[config.mk]
export PLATFORM = sky130hd
export DESIGN_NAME = serial_adder_ctrl
export DESIGN_NICKNAME = d
export VERILOG_FILES = /design/src/rtl/serial_adder_ctrl_pkg.sv /design/src/rtl/serial_adder_ctrl_full_adder.sv /design/src/rtl/serial_adder_ctrl.sv
export SDC_FILE = /design/constraint.sdc
export NUM_CORES = 1
export LEC_CHECK = 0
export CAP_MARGIN = 25
export CORE_ASPECT_RATIO = 0.5
export CORE_MARGIN = 5
export CORE_UTILIZATION = 40
export DETAILED_ROUTE_END_ITERATION = 8
export PLACE_DENSITY = 0.63
export SLEW_MARGIN = 20
export SYNTH_ARGS = -nofsm -noshare
export SYNTH_HDL_FRONTEND = slang
export SYNTH_SLANG_ARGS = --single-unit
export TNS_END_PERCENT = 30
[constraint.sdc]
create_clock -name clk -period 2.35 [get_ports clk]
set_input_delay 0.3525 -clock clk [delete_from_list [all_inputs] [get_ports clk]]
set_output_delay 0.3525 -clock clk [all_outputs]
set_load 0.01 [all_outputs]
[src/rtl/serial_adder_ctrl_pkg.sv]
// Shared constants and FSM encoding for the bit-serial adder controller.
package serial_adder_ctrl_pkg;

    localparam int unsigned DEFAULT_WIDTH = 8;

    typedef enum logic [1:0] {
        ST_IDLE = 2'd0,
        ST_RUN  = 2'd1,
        ST_DONE = 2'd2
    } state_t;

endpackage : serial_adder_ctrl_pkg

[src/rtl/serial_adder_ctrl_full_adder.sv]
// Single-bit full adder cell; the only arithmetic element of the serial adder.
module full_adder (
    input  logic i_a,
    input  logic i_b,
    input  logic i_c,
    output logic o_sum_c,
    output logic o_carry_c
);

    // Sum and majority carry of three input bits
    always_comb begin
        o_sum_c   = i_a ^ i_b ^ i_c;
        o_carry_c = (i_a & i_b) | (i_a & i_c) | (i_b & i_c);
    end

endmodule : full_adder

[src/rtl/serial_adder_ctrl.sv]
// Bit-serial adder: one full-adder cell reused WIDTH times, LSB first.
module serial_adder_ctrl
    import serial_adder_ctrl_pkg::*;
#(
    parameter int unsigned WIDTH = DEFAULT_WIDTH
) (
    input  logic             clk,
    input  logic             rst,
    input  logic             start,
    input  logic [WIDTH-1:0] a,
    input  logic [WIDTH-1:0] b,
    input  logic             cin,
    output logic             busy,
    output logic             done,
    output logic [WIDTH-1:0] sum,
    output logic             cout
);

    // Counter holds 0..WIDTH, so it never wraps within one operation
    localparam int unsigned CNT_W = $clog2(WIDTH + 1);

    state_t             r_state;
    state_t             w_next;
    logic               w_accept;
    logic               w_run;

    logic [WIDTH-1:0]   r_a;
    logic [WIDTH-1:0]   r_b;
    logic [WIDTH-1:0]   r_sum;
    logic               r_carry;
    logic [CNT_W-1:0]   r_cnt;
    logic               r_busy;
    logic               r_done;

    logic               w_fa_sum;
    logic               w_fa_carry;

    // Shared 1-bit adder fed by the operand LSBs and the running carry
    full_adder u_full_adder (
        .i_a       (r_a[0]),
        .i_b       (r_b[0]),
        .i_c       (r_carry),
        .o_sum_c   (w_fa_sum),
        .o_carry_c (w_fa_carry)
    );

    // State register
    always_ff @(posedge clk or posedge rst) begin
        if (rst) begin
            r_state <= ST_IDLE;
        end else begin
            r_state <= w_next;
        end
    end

    // Next-state decode; start only matters in IDLE
    always_comb begin
        w_next   = r_state;
        w_accept = 1'b0;
        w_run    = 1'b0;
        case (r_state)
            ST_IDLE: begin
                if (start) begin
                    w_accept = 1'b1;
                    w_next   = ST_RUN;
                end
            end
            ST_RUN: begin
                w_run = 1'b1;
                if (r_cnt == CNT_W'(WIDTH - 1)) begin
                    w_next = ST_DONE;
                end
            end
            ST_DONE: begin
                w_next = ST_IDLE;
            end
            default: begin
                w_next = ST_IDLE;
            end
        endcase
    end

    // Status flags registered alongside the state they describe
    always_ff @(posedge clk or posedge rst) begin
        if (rst) begin
            r_busy <= 1'b0;
            r_done <= 1'b0;
        end else begin
            r_busy <= (w_next == ST_RUN);
            r_done <= (w_next == ST_DONE);
        end
    end

    // Operand capture, serial shifting, carry and bit counter
    always_ff @(posedge clk or posedge rst) begin
        if (rst) begin
            r_a     <= '0;
            r_b     <= '0;
            r_sum   <= '0;
            r_carry <= 1'b0;
            r_cnt   <= '0;
        end else if (w_accept) begin
            r_a     <= a;
            r_b     <= b;
            r_sum   <= '0;
            r_carry <= cin;
            r_cnt   <= '0;
        end else if (w_run) begin
            r_a     <= r_a >> 1;
            r_b     <= r_b >> 1;
            r_sum   <= {w_fa_sum, r_sum[WIDTH-1:1]};
            r_carry <= w_fa_carry;
            r_cnt   <= r_cnt + CNT_W'(1);
        end
    end

    assign busy = r_busy;
    assign done = r_done;
    assign sum  = r_sum;
    assign cout = r_carry;

endmodule : serial_adder_ctrl
==> results of run 1 <==
kinds of logic after synthesis:
logic type,after synthesis,share of synthesized area
adder cells (fa/ha/maj),2,0.0217
AO/OA/AOI/OAI,48,0.264
flip-flops,33,0.550
multiplexers,1,0.00750
buffers and inverters,11,0.0717
AND/OR/NAND/NOR,27,0.0850
tightest hold or removal path, cell delays in order:
cell and delay [ns]:
clkdlybuf4s50_1 0.40, inv_1 0.05, buf_4 0.37
registers in the layout (all words and copies together) (netlist names):
register  count
busy          1
cout          1
r_state       2
r_a           8
sum           8
r_cnt         4
r_b           8
done          1
power groups by stage:
stage / registers [mW] / logic [mW] / clock network [mW]
final: 1.01 / 0.930 / 0.415
after global routing: 1.05 / 1.05 / 0.459
after CTS: 1.01 / 0.946 / 0.429
after detailed placement: 1.02 / 0.945 / 0
after global placement: 1.01 / 0.919 / 0
after floorplan: 0.991 / 0.725 / 0
area by class of cell:
class	count	area (um^2)
clock buffer	5	68.8
clock inverter	3	17.5
fill	337	1640
inverter	1	3.75
multi-input combinational	78	568
sequential	33	826
tap	51	63.8
timing repair buffer	35	338
placed cells by master, fill, tap and decap left out:
cell / n
o21ai_0: 5
and2_1: 1
clkinv_2: 2
mux2_2: 1
nor3_1: 2
a22o_1: 12
clkinvlp_4: 1
clkdlybuf4s50_1: 30
a21oi_1: 2
nor2_1: 2
o31ai_1: 1
nor2b_1: 1
a22oi_1: 5
nand2b_1: 1
nand2_1: 17
ha_1: 1
a22oi_2: 11
clkbuf_8: 5
nand3_1: 1
o21ai_1: 11
dfrtp_1: 33
inv_1: 1
nor2b_4: 1
buf_4: 5
nor2b_2: 1
o21bai_4: 1
fa_1: 1
metal layers:
metal | vias to the layer above | GRT usage
met1 | 495 | 0.177
met5 | - | 0
met2 | 21 | 0.184
met3 | 6 | 0.0461
li1 | 505 | -
met4 | 0 | 0.0490
worst paths after layout:
kind | startpoint | endpoint | slack (ns)
max | cout | cout | 0.77
min | rst | sum[1] | 0.46
max reg2reg | r_state[0] | sum[2] | 0.81
min reg2reg | r_a[3] | r_a[3] | 0.50
max in group asynchronous | rst | r_b[6] | 1.58
min in group clk | r_a[3] | r_a[3] | 0.50
==> results.tsv, run 1 <==
stage	metric	value	unit
run_status	status	finished, final reports clean	
timing	slew margin rel.	0.591	
grt	first-pass GRT wire length	5120	um
timing	unrepaired setup endpoints after global routing	false	
logic_synthesis	cell taking the most area after synthesis	dfrtp_1	
timing	Final Cycle Share	0.671	
route	routed length on met3	134	um
timing	Finish-stage setup viols	0	
logic_synthesis	synthesized instance count	122	
die	initial core utilization	0.426	
setup_path	CP Launch Type	register	
job	maxcap violations	0	
setup_path	Worst path top cell family by delay	buffers and inverters	
setup_path	critical path cell sequence	clkdlybuf4s50_1	
route	top layer in use	met4	
placed_design	dpl hpwl	1930	um
timing	worst-margin pin slew	0.612	ns
clock_tree	post-CTS setup buffer count	0	
power	power share of the clock group	0.176	
setup_path	Max Fanout on Critical Path	3	
clock_tree	CTS tree	yes	
setup_path	critical path depth	1	
worst_hold_path	Worst Hold Class	input pin to asynchronous set/reset pin	
route	Via density	4.99	
setup_path	CP Capture Type	output port	
route	Vias	1027	
clock_tree	htree depth	2	
grt	largest net degree at the start of global routing	34	
clock_tree	total CTS buffers	5	
cells_and_area	share of cells above drive strength 1	0.181	
placed_design	Port Buf Inserts	30	
route	wirelength, routed	2910	um
timing	Slew Viols, Final	0	
power	leakage	0.783	nW
clock_tree	# hold bufs at CTS	0	
die	Die Area	5150	um^2
cells_and_area	diodes inserted	0	
clock_tree	cells resized by post-CTS repair	0	
route	met1 wire length	1480	um
logic_synthesis	Yosys reg bits	33	
logic_synthesis	Synth async-reset ratio	1.00	
logic_synthesis	Avg Cell Area, Syn	12.3	um^2
route	DRT antenna net count	0	
placed_design	final weighted congestion in routability-driven placement	0.685	
placed_design	Placed Cells incl. Taps	198	
setup_path	required time of the critical path	2.00	ns
setup_path	CP Buf/Inv Count	1	
die	num ports	31	
power	Worst VDD drop	0.000367	V
route	met2 wire len	1260	um
logic_synthesis	EDFF count, synth	0	
route	Pre-antenna DRT Iters	4	
route	wire length per cell	14.1	um
setup_path	Crit Path Category	register to output port	
timing	PnR worst setup slack	0.773	ns
logic_synthesis	library cells used by synthesis	26	
grt	overall routing resource usage	0.128	
logic_synthesis	syn nets	144	
power	PwrDens	1250	nW/um^2
timing	WHS	0.456	ns
logic_synthesis	top-area cell type share of the netlist area	0.550	
logic_synthesis	most frequent cell after synthesis	dfrtp_1	
route	DR iter-0 viols	35	
cells_and_area	post-layout util	0.534	
cells_and_area	Post-Layout Inst Area	1890	um^2
power	Flop pwr share	0.429	
clock_tree	Reg clk slew, reported paths	0.07	ns
cells_and_area	NumNets Final	176	
power	logic gate share of total power	0.395	
cells_and_area	area delta synth->final	25.6	%
clock_tree	Sink Count	33	
placed_design	Area after DPL	1800	um^2
route	Remaining DRCs	0	
logic_synthesis	Yosys warnings	0	
logic_synthesis	Most used DFF post-synth	dfrtp_1	
logic_synthesis	cell types occupying the most area after synthesis	dfrtp_1, a22oi_2, a22o_1	
setup_path	CP peak stage delay	0.55	ns
grt	vias in the first global route	1036	
timing	setup TNS	0	ns
power	total design power	2.35	mW
clock_tree	CTS root buffer	clkbuf_8	
clock_tree	Max Root-Sink Buffers	2	
clock_tree	Skew-Pair Late Insertion Delay	0.28	ns
grt	total grt overflow	0	
logic_synthesis	post-synthesis sequential area ratio	0.550	
grt	initial antenna violation count	0	
setup_path	critical path arrival	1.22	ns
logic_synthesis	area of the mapped netlist	1500	um^2
timing	final hold vios	0	
setup_path	slowest CP cell	clkdlybuf4s50_1	
logic_synthesis	synth cell count leaders	dfrtp_1, nand2_1, a22o_1, a22oi_2, o21ai_1	
timing	Max Freq	634	MHz
power	Switching Fraction	0.360	
setup_path	path depth of the worst reg2reg path	2	
die	Die W	96.6	um
power	Int Power	1.51	mW
timing	Final Skew	0.00711	ns
power	switching power	847	uW
die	core area	3530	um^2
timing	crit path time final	1.58	ns
placed_design	dpl ws	0.672	ns
die	num rows	15	
cells_and_area	post-route insts no fill	206	
die	Die H	53.3	um
No activity file was read; power rests on OpenSTA's default activity.
==> run 2, diff against run 1 <==
PLACE_DENSITY = 0.65   (was 0.63)
clock period = 1.45 ns   (was 2.35 ns; I/O delays follow)
==> run 2 against run 1 <==
Effect of this change:
- worst hold slack got worse by 0.18 ns
- routed wire length rose by 4.9%
- die area did not move
- flip-flop and latch count did not move
- non-clock buffer count rose by 3
- design area rose by 5.3%
- sequential share of layout area fell by 2.2 points
==> results.tsv, run 2 (same netlist as run 1, synthesis figures left out) <==
stage	metric	value	unit	change
die	num ports	31		unchanged
power	total design power	4.11	mW	was 2.35 mW
power	Flop pwr share	0.383		was 0.429
setup_path	Max Fanout on Critical Path	1		was 3
grt	initial antenna violation count	0		unchanged
cells_and_area	post-layout util	0.563		was 0.534
cells_and_area	commonest non-fill, non-tap cell in the layout	dfrtp_1		unchanged
cells_and_area	NumNets Final	179		was 176
route	Vias	1065		was 1027
power	PwrDens	2070	nW/um^2	was 1250 nW/um^2
worst_hold_path	Worst Hold Class	input pin to asynchronous set/reset pin		unchanged
grt	total grt overflow	0		unchanged
timing	crit path time final	1.38	ns	
timing	Slew Viols, Final	0		unchanged
die	initial core utilization	0.426		unchanged
route	Pre-antenna DRT Iters	4		unchanged
route	Via density	5.10		was 4.99
route	DRT antenna net count	0		unchanged
setup_path	slowest CP cell	clkdlybuf4s50_1		unchanged
cells_and_area	diodes inserted	0		unchanged
power	switching power	1.39	mW	was 847 uW
run_status	status	finished, final reports clean		unchanged
cells_and_area	commonest non-fill, non-tap cells in the layout	dfrtp_1, clkdlybuf4s50_1, nand2_1		unchanged
power	logic gate share of total power	0.399		was 0.395
die	Die W	96.6	um	unchanged
cells_and_area	FF+latch area	826	um^2	unchanged
setup_path	critical path arrival	1.16	ns	was 1.22 ns
cells_and_area	share of cells above drive strength 1	0.196		was 0.181
die	num rows	15		unchanged
setup_path	Crit Path Category	register to output port		unchanged
clock_tree	total CTS buffers	5		unchanged
route	DR iter-0 viols	44		was 35
power	power share of the clock group	0.217		was 0.176
placed_design	Port Buf Inserts	30		unchanged
route	wirelength, routed	3050	um	was 2910 um
power	Switching Fraction	0.339		was 0.360
timing	setup TNS	0	ns	unchanged
timing	unrepaired setup endpoints after global routing	false		unchanged
clock_tree	CTS root buffer	clkbuf_8		unchanged
route	wire length per cell	14.6	um	was 14.1 um
cells_and_area	area delta synth->final	32.2	%	was 25.6%
timing	Max Freq	727	MHz	
power	Int Power	2.72	mW	was 1.51 mW
clock_tree	htree depth	2		unchanged
clock_tree	Max Root-Sink Buffers	2		unchanged
grt	overall routing resource usage	0.128		about the same
clock_tree	# hold bufs at CTS	0		unchanged
placed_design	final weighted congestion in routability-driven placement	0.762		was 0.685
setup_path	CP Buf/Inv Count	1		unchanged
timing	Final Skew	0.00585	ns	was 0.00711 ns
timing	worst-margin pin slew	0.506	ns	was 0.612 ns
setup_path	Worst path top cell family by delay	buffers and inverters		unchanged
job	maxcap violations	0		unchanged
cells_and_area	area of the multi-input gates	576	um^2	was 568 um^2
clock_tree	CTS tree	yes		unchanged
setup_path	required time of the critical path	1.23	ns	was 2.00 ns
timing	Final Cycle Share	0.949		
grt	first-pass GRT wire length	5150	um	was 5120 um
setup_path	CP Launch Type	register		unchanged
clock_tree	Skew-Pair Late Insertion Delay	0.29	ns	was 0.28 ns
grt	vias in the first global route	1090		was 1036
clock_tree	post-CTS setup buffer count	0		unchanged
die	core area	3530	um^2	unchanged
timing	Finish-stage setup viols	0		unchanged
route	Remaining DRCs	0		unchanged
setup_path	CP Capture Type	output port		unchanged
die	Die H	53.3	um	unchanged
grt	largest net degree at the start of global routing	34		unchanged
timing	final hold vios	0		unchanged
power	Worst VDD drop	0.000718	V	was 0.000367 V
die	Die Area	5150	um^2	unchanged
setup_path	CP peak stage delay	0.54	ns	was 0.55 ns
setup_path	critical path cell sequence	clkdlybuf4s50_1		unchanged
placed_design	dpl hpwl	2010	um	was 1930 um
timing	slew margin rel.	0.662		was 0.591
timing	WHS	0.277	ns	was 0.456 ns
cells_and_area	fillers	333		was 337
clock_tree	Sink Count	33		unchanged
clock_tree	Reg clk slew, reported paths	0.07	ns	about the same
power	leakage	0.935	nW	was 0.783 nW
## run 2: changes by cell type in the layout (fill, tap and decap cells not counted), sizes merged
cell and change:
clkbuf +2, clkinvlp -1, bufinv +1, buf +3, dlygate4sd2 +2, clkinv -2
clkdlybuf4s50 -9, dlymetal6s2s +7
## run 2: repair_timing
action | in CTS | in global routing
pin swaps | 0 | 0
resized for setup | 4 | 7
setup endpoints to repair | 18 | 7
## run 2: final timing paths
path,startpoint,cells after the start,endpoint,slack [ns]
max in group asynchronous,rst,3,r_a[6],1.00
min reg2reg,r_a[6],2,r_a[6],0.49
min,rst,3,sum[1],0.28
min in group clk,r_a[6],2,r_a[6],0.49
max reg2reg,r_state[0],3,r_a[7],0.13
max,busy,1,busy,0.07
## run 2: area by class of cell
type                            instances  share of cell area
Multi-Input combinational cell         78               0.290
Inverter                                1             0.00189
Timing Repair Buffer                   38               0.202
Tap cell                               51              0.0321
Sequential cell                        33               0.416
Clock buffer                            7              0.0435
Clock inverter                          1              0.0151
## run 2: power by group through the flow
stage          logic (mW)  clock network, mW  registers, mW
3_3_place_gp         1.65                  0           1.58
4_1_cts              1.69              0.908           1.58
5_1_grt              1.81              0.961           1.63
3_5_place_dp         1.69                  0           1.59
6_report             1.64              0.894           1.58
2_1_floorplan        1.17                  0           1.61
## run 2: worst min-delay path: cells and delay by family
kind / cells / cell delay (ns)
buf+inv: 3 / 0.71
## run 2: per-stage QoR
stage                     std cells  setup WS, ns  cell area, um^2
after floorplan                 122         0.226             1500
after global placement          201        -0.435             1850
after detailed placement        201        -0.461             1850
after CTS                       209        0.0136             1970
after global routing            209        0.0162             1990
final                           209        0.0737             1990
## run 2: routing by layer
layer / vias to the layer above / wire length, um / track usage / share of wire
met5: - / 0 / 0 / 0
met4: 0 / 25 / 0.0350 / 0.0082
met3: 4 / 151 / 0.0579 / 0.050
met2: 21 / 1450 / 0.211 / 0.48
met1: 528 / 1420 / 0.154 / 0.47
li1: 512 / - / - / -
==> run 3, diff against run 2 <==
clock period = 1.1 ns   (was 1.45 ns; I/O delays follow)
==> run 3 against run 2 <==
Effect of this change:
- the flow now finishes with violations (setup timing)
- count of clock-buffer cells in the layout down 2
- critical path depth up 1
- global-route usage up 0.69 points
- clock power up 52%
==> results.tsv, run 3 (same netlist as run 1, synthesis figures left out) <==
stage	metric	value	unit	change
clock_tree	total CTS buffers	5		unchanged
clock_tree	CTS root buffer	clkbuf_8		unchanged
clock_tree	Sink Count	33		unchanged
timing	worst-margin pin slew	0.235	ns	was 0.506 ns
die	Die H	53.3	um	unchanged
timing	PnR worst setup slack	-0.104	ns	was 0.0737 ns
setup_path	worst reg2reg endpoint	sum[7]		was r_a[7]
die	Die W	96.6	um	unchanged
cells_and_area	diodes inserted	0		unchanged
setup_path	CP peak stage delay	0.47	ns	was 0.54 ns
clock_tree	htree depth	2		unchanged
timing	unrepaired setup endpoints after global routing	true		was false
setup_path	critical path cell sequence	fa_2 > a22o_1		was clkdlybuf4s50_1
worst_hold_path	Worst Hold Class	input pin to asynchronous set/reset pin		unchanged
route	Remaining DRCs	0		unchanged
timing	Final Skew	0.00381	ns	was 0.00585 ns
die	initial core utilization	0.426		unchanged
route	Vias	1131		was 1065
job	maxcap violations	0		unchanged
setup_path	R2R Setup Slk	-0.10	ns	was 0.13 ns
setup_path	CP Capture Type	register		was output port
timing	final hold vios	0		unchanged
route	wirelength, routed	3270	um	was 3050 um
grt	first-pass GRT wire length	5410	um	was 5150 um
clock_tree	CTS tree	yes		unchanged
grt	total grt overflow	0		unchanged
clock_tree	Skew-Pair Late Insertion Delay	0.28	ns	was 0.29 ns
setup_path	required time of the critical path	1.27	ns	was 1.23 ns
setup_path	slowest CP cell	fa_2		was clkdlybuf4s50_1
clock_tree	Reg clk slew, reported paths	0.07	ns	about the same
timing	setup TNS	-0.817	ns	was 0 ns
placed_design	Area after DPL	1940	um^2	was 1850 um^2
route	DR iter-0 viols	44		unchanged
timing	Max Freq	830	MHz	
timing	Finish-stage setup viols	27		was 0
route	DRT antenna net count	0		unchanged
cells_and_area	area delta synth->final	41.3	%	was 32.2%
setup_path	Crit Path Category	register to register		was register to output port
power	leakage	0.951	nW	was 0.935 nW
setup_path	CP Buf/Inv Count	0		was 1
setup_path	Reg-to-Reg Start	r_a[0]		was r_state[0]
cells_and_area	NumNets Final	197		was 179
timing	slew margin rel.	0.843		was 0.662
power	PwrDens	2870	nW/um^2	was 2070 nW/um^2
die	num rows	15		unchanged
timing	crit path time final	1.20	ns	
placed_design	final weighted congestion in routability-driven placement	0.702		was 0.762
clock_tree	# hold bufs at CTS	0		unchanged
setup_path	Worst path top cell family by delay	adder cells		was buffers and inverters
die	num ports	31		unchanged
timing	Slew Viols, Final	0		unchanged
setup_path	path depth of the worst reg2reg path	2		was 3
setup_path	CP Launch Type	register		unchanged
placed_design	dpl hpwl	2170	um	was 2010 um
setup_path	Max Fanout on Critical Path	2		was 1
cells_and_area	fillers	323		was 333
die	core area	3530	um^2	unchanged
route	Pre-antenna DRT Iters	4		unchanged
placed_design	Port Buf Inserts	30		unchanged
cells_and_area	share of cells above drive strength 1	0.369		was 0.196
cells_and_area	commonest non-fill, non-tap cells in the layout	dfrtp_1, buf_4, clkdlybuf4s50_1		was dfrtp_1, clkdlybuf4s50_1, nand2_1
cells_and_area	Post-Layout Inst Area	2120	um^2	was 1990 um^2
die	Die Area	5150	um^2	unchanged
grt	largest net degree at the start of global routing	34		unchanged
grt	overall routing resource usage	0.135		was 0.128
cells_and_area	area of the multi-input gates	602	um^2	was 576 um^2
timing	Final Cycle Share	1.09		
clock_tree	Max Root-Sink Buffers	2		unchanged
power	Worst VDD drop	0.00104	V	was 0.000718 V
cells_and_area	FF+latch area	827	um^2	was 826 um^2
setup_path	critical path arrival	1.38	ns	was 1.16 ns
run_status	status	finished with violations		was finished, final reports clean
route	wire length per cell	14.4	um	was 14.6 um
cells_and_area	commonest non-fill, non-tap cell in the layout	dfrtp_1		unchanged
run_status	failing checks	setup timing		
grt	initial antenna violation count	0		unchanged
grt	vias in the first global route	1123		was 1090
route	Via density	4.98		was 5.10
[run 3: changes by cell type in the layout (fill, tap and decap cells not counted), sizes merged]
cell           before  now
buf                 8   28
dlymetal6s2s        7    0
clkbuf              7   11
clkdlybuf4s15       0    3
clkdlybuf4s50      21   19
dlygate4sd2         2    0
bufinv              1    2
clkinv              0    1
[run 3: where the power goes]
part	switching, mW	total (mW)	internal (mW)
clock network	0.464	1.36	0.900
registers	0.336	2.05	1.71
logic	1.22	2.68	1.46
[run 3: cell type report]
cell class	instances	share of cell area
clock buffers	5	0.0324
clock inverters	3	0.0307
inverters	1	0.00177
multi-input cells	78	0.284
flip-flops and latches	33	0.390
well taps	51	0.0301
repair buffers	56	0.232
[run 3: per-layer routing]
| layer | GRT usage | vias to the layer above | part of all wire |
|---|---|---|---|
| met5 | 0 | - | 0 |
| met1 | 0.178 | 566 | 0.49 |
| met4 | 0.0420 | 0 | 0 |
| met2 | 0.209 | 22 | 0.46 |
| li1 | - | 543 | - |
| met3 | 0.0487 | 0 | 0.043 |
[run 3: how the worst max path moves through the flow]
stage / from / to / slack, ns / cells after the start
after floorplan: cout / sum[7] / -0.07 / 2
after global placement: start / r_a[4] / -0.28 / 5
after detailed placement: start / r_a[5] / -0.37 / 5
after CTS: r_a[0] / sum[7] / -0.11 / 2
after global routing: r_a[0] / sum[7] / -0.14 / 2
final: r_a[0] / sum[7] / -0.10 / 2
[run 3: through the flow]
stage / std cells / power (mW) / setup slack (ns) / hold WS (ns) / utilization
6_report: 227 / 6.09 / -0.104 / 0.219 / 0.601
5_1_grt: 227 / 6.52 / -0.137 / 0.241 / 0.601
4_1_cts: 225 / 6.10 / -0.115 / 0.225 / 0.601
3_5_place_dp: 213 / 4.61 / -0.373 / 0.484 / 0.550
3_3_place_gp: 213 / 4.54 / -0.278 / 0.468 / 0.550
2_1_floorplan: 122 / 3.67 / -0.0684 / 0.294 / -
[run 3: timing repair]
action,CTS,global route
setup endpoints to repair,41,41
cloned,1,0
resized for setup,34,13
buffers inserted,3,2
pin swaps,6,3
[run 3: tightest hold or removal path, delay by kind of cell]
family	cells	cell delay, ns
buffers and inverters	3	0.70
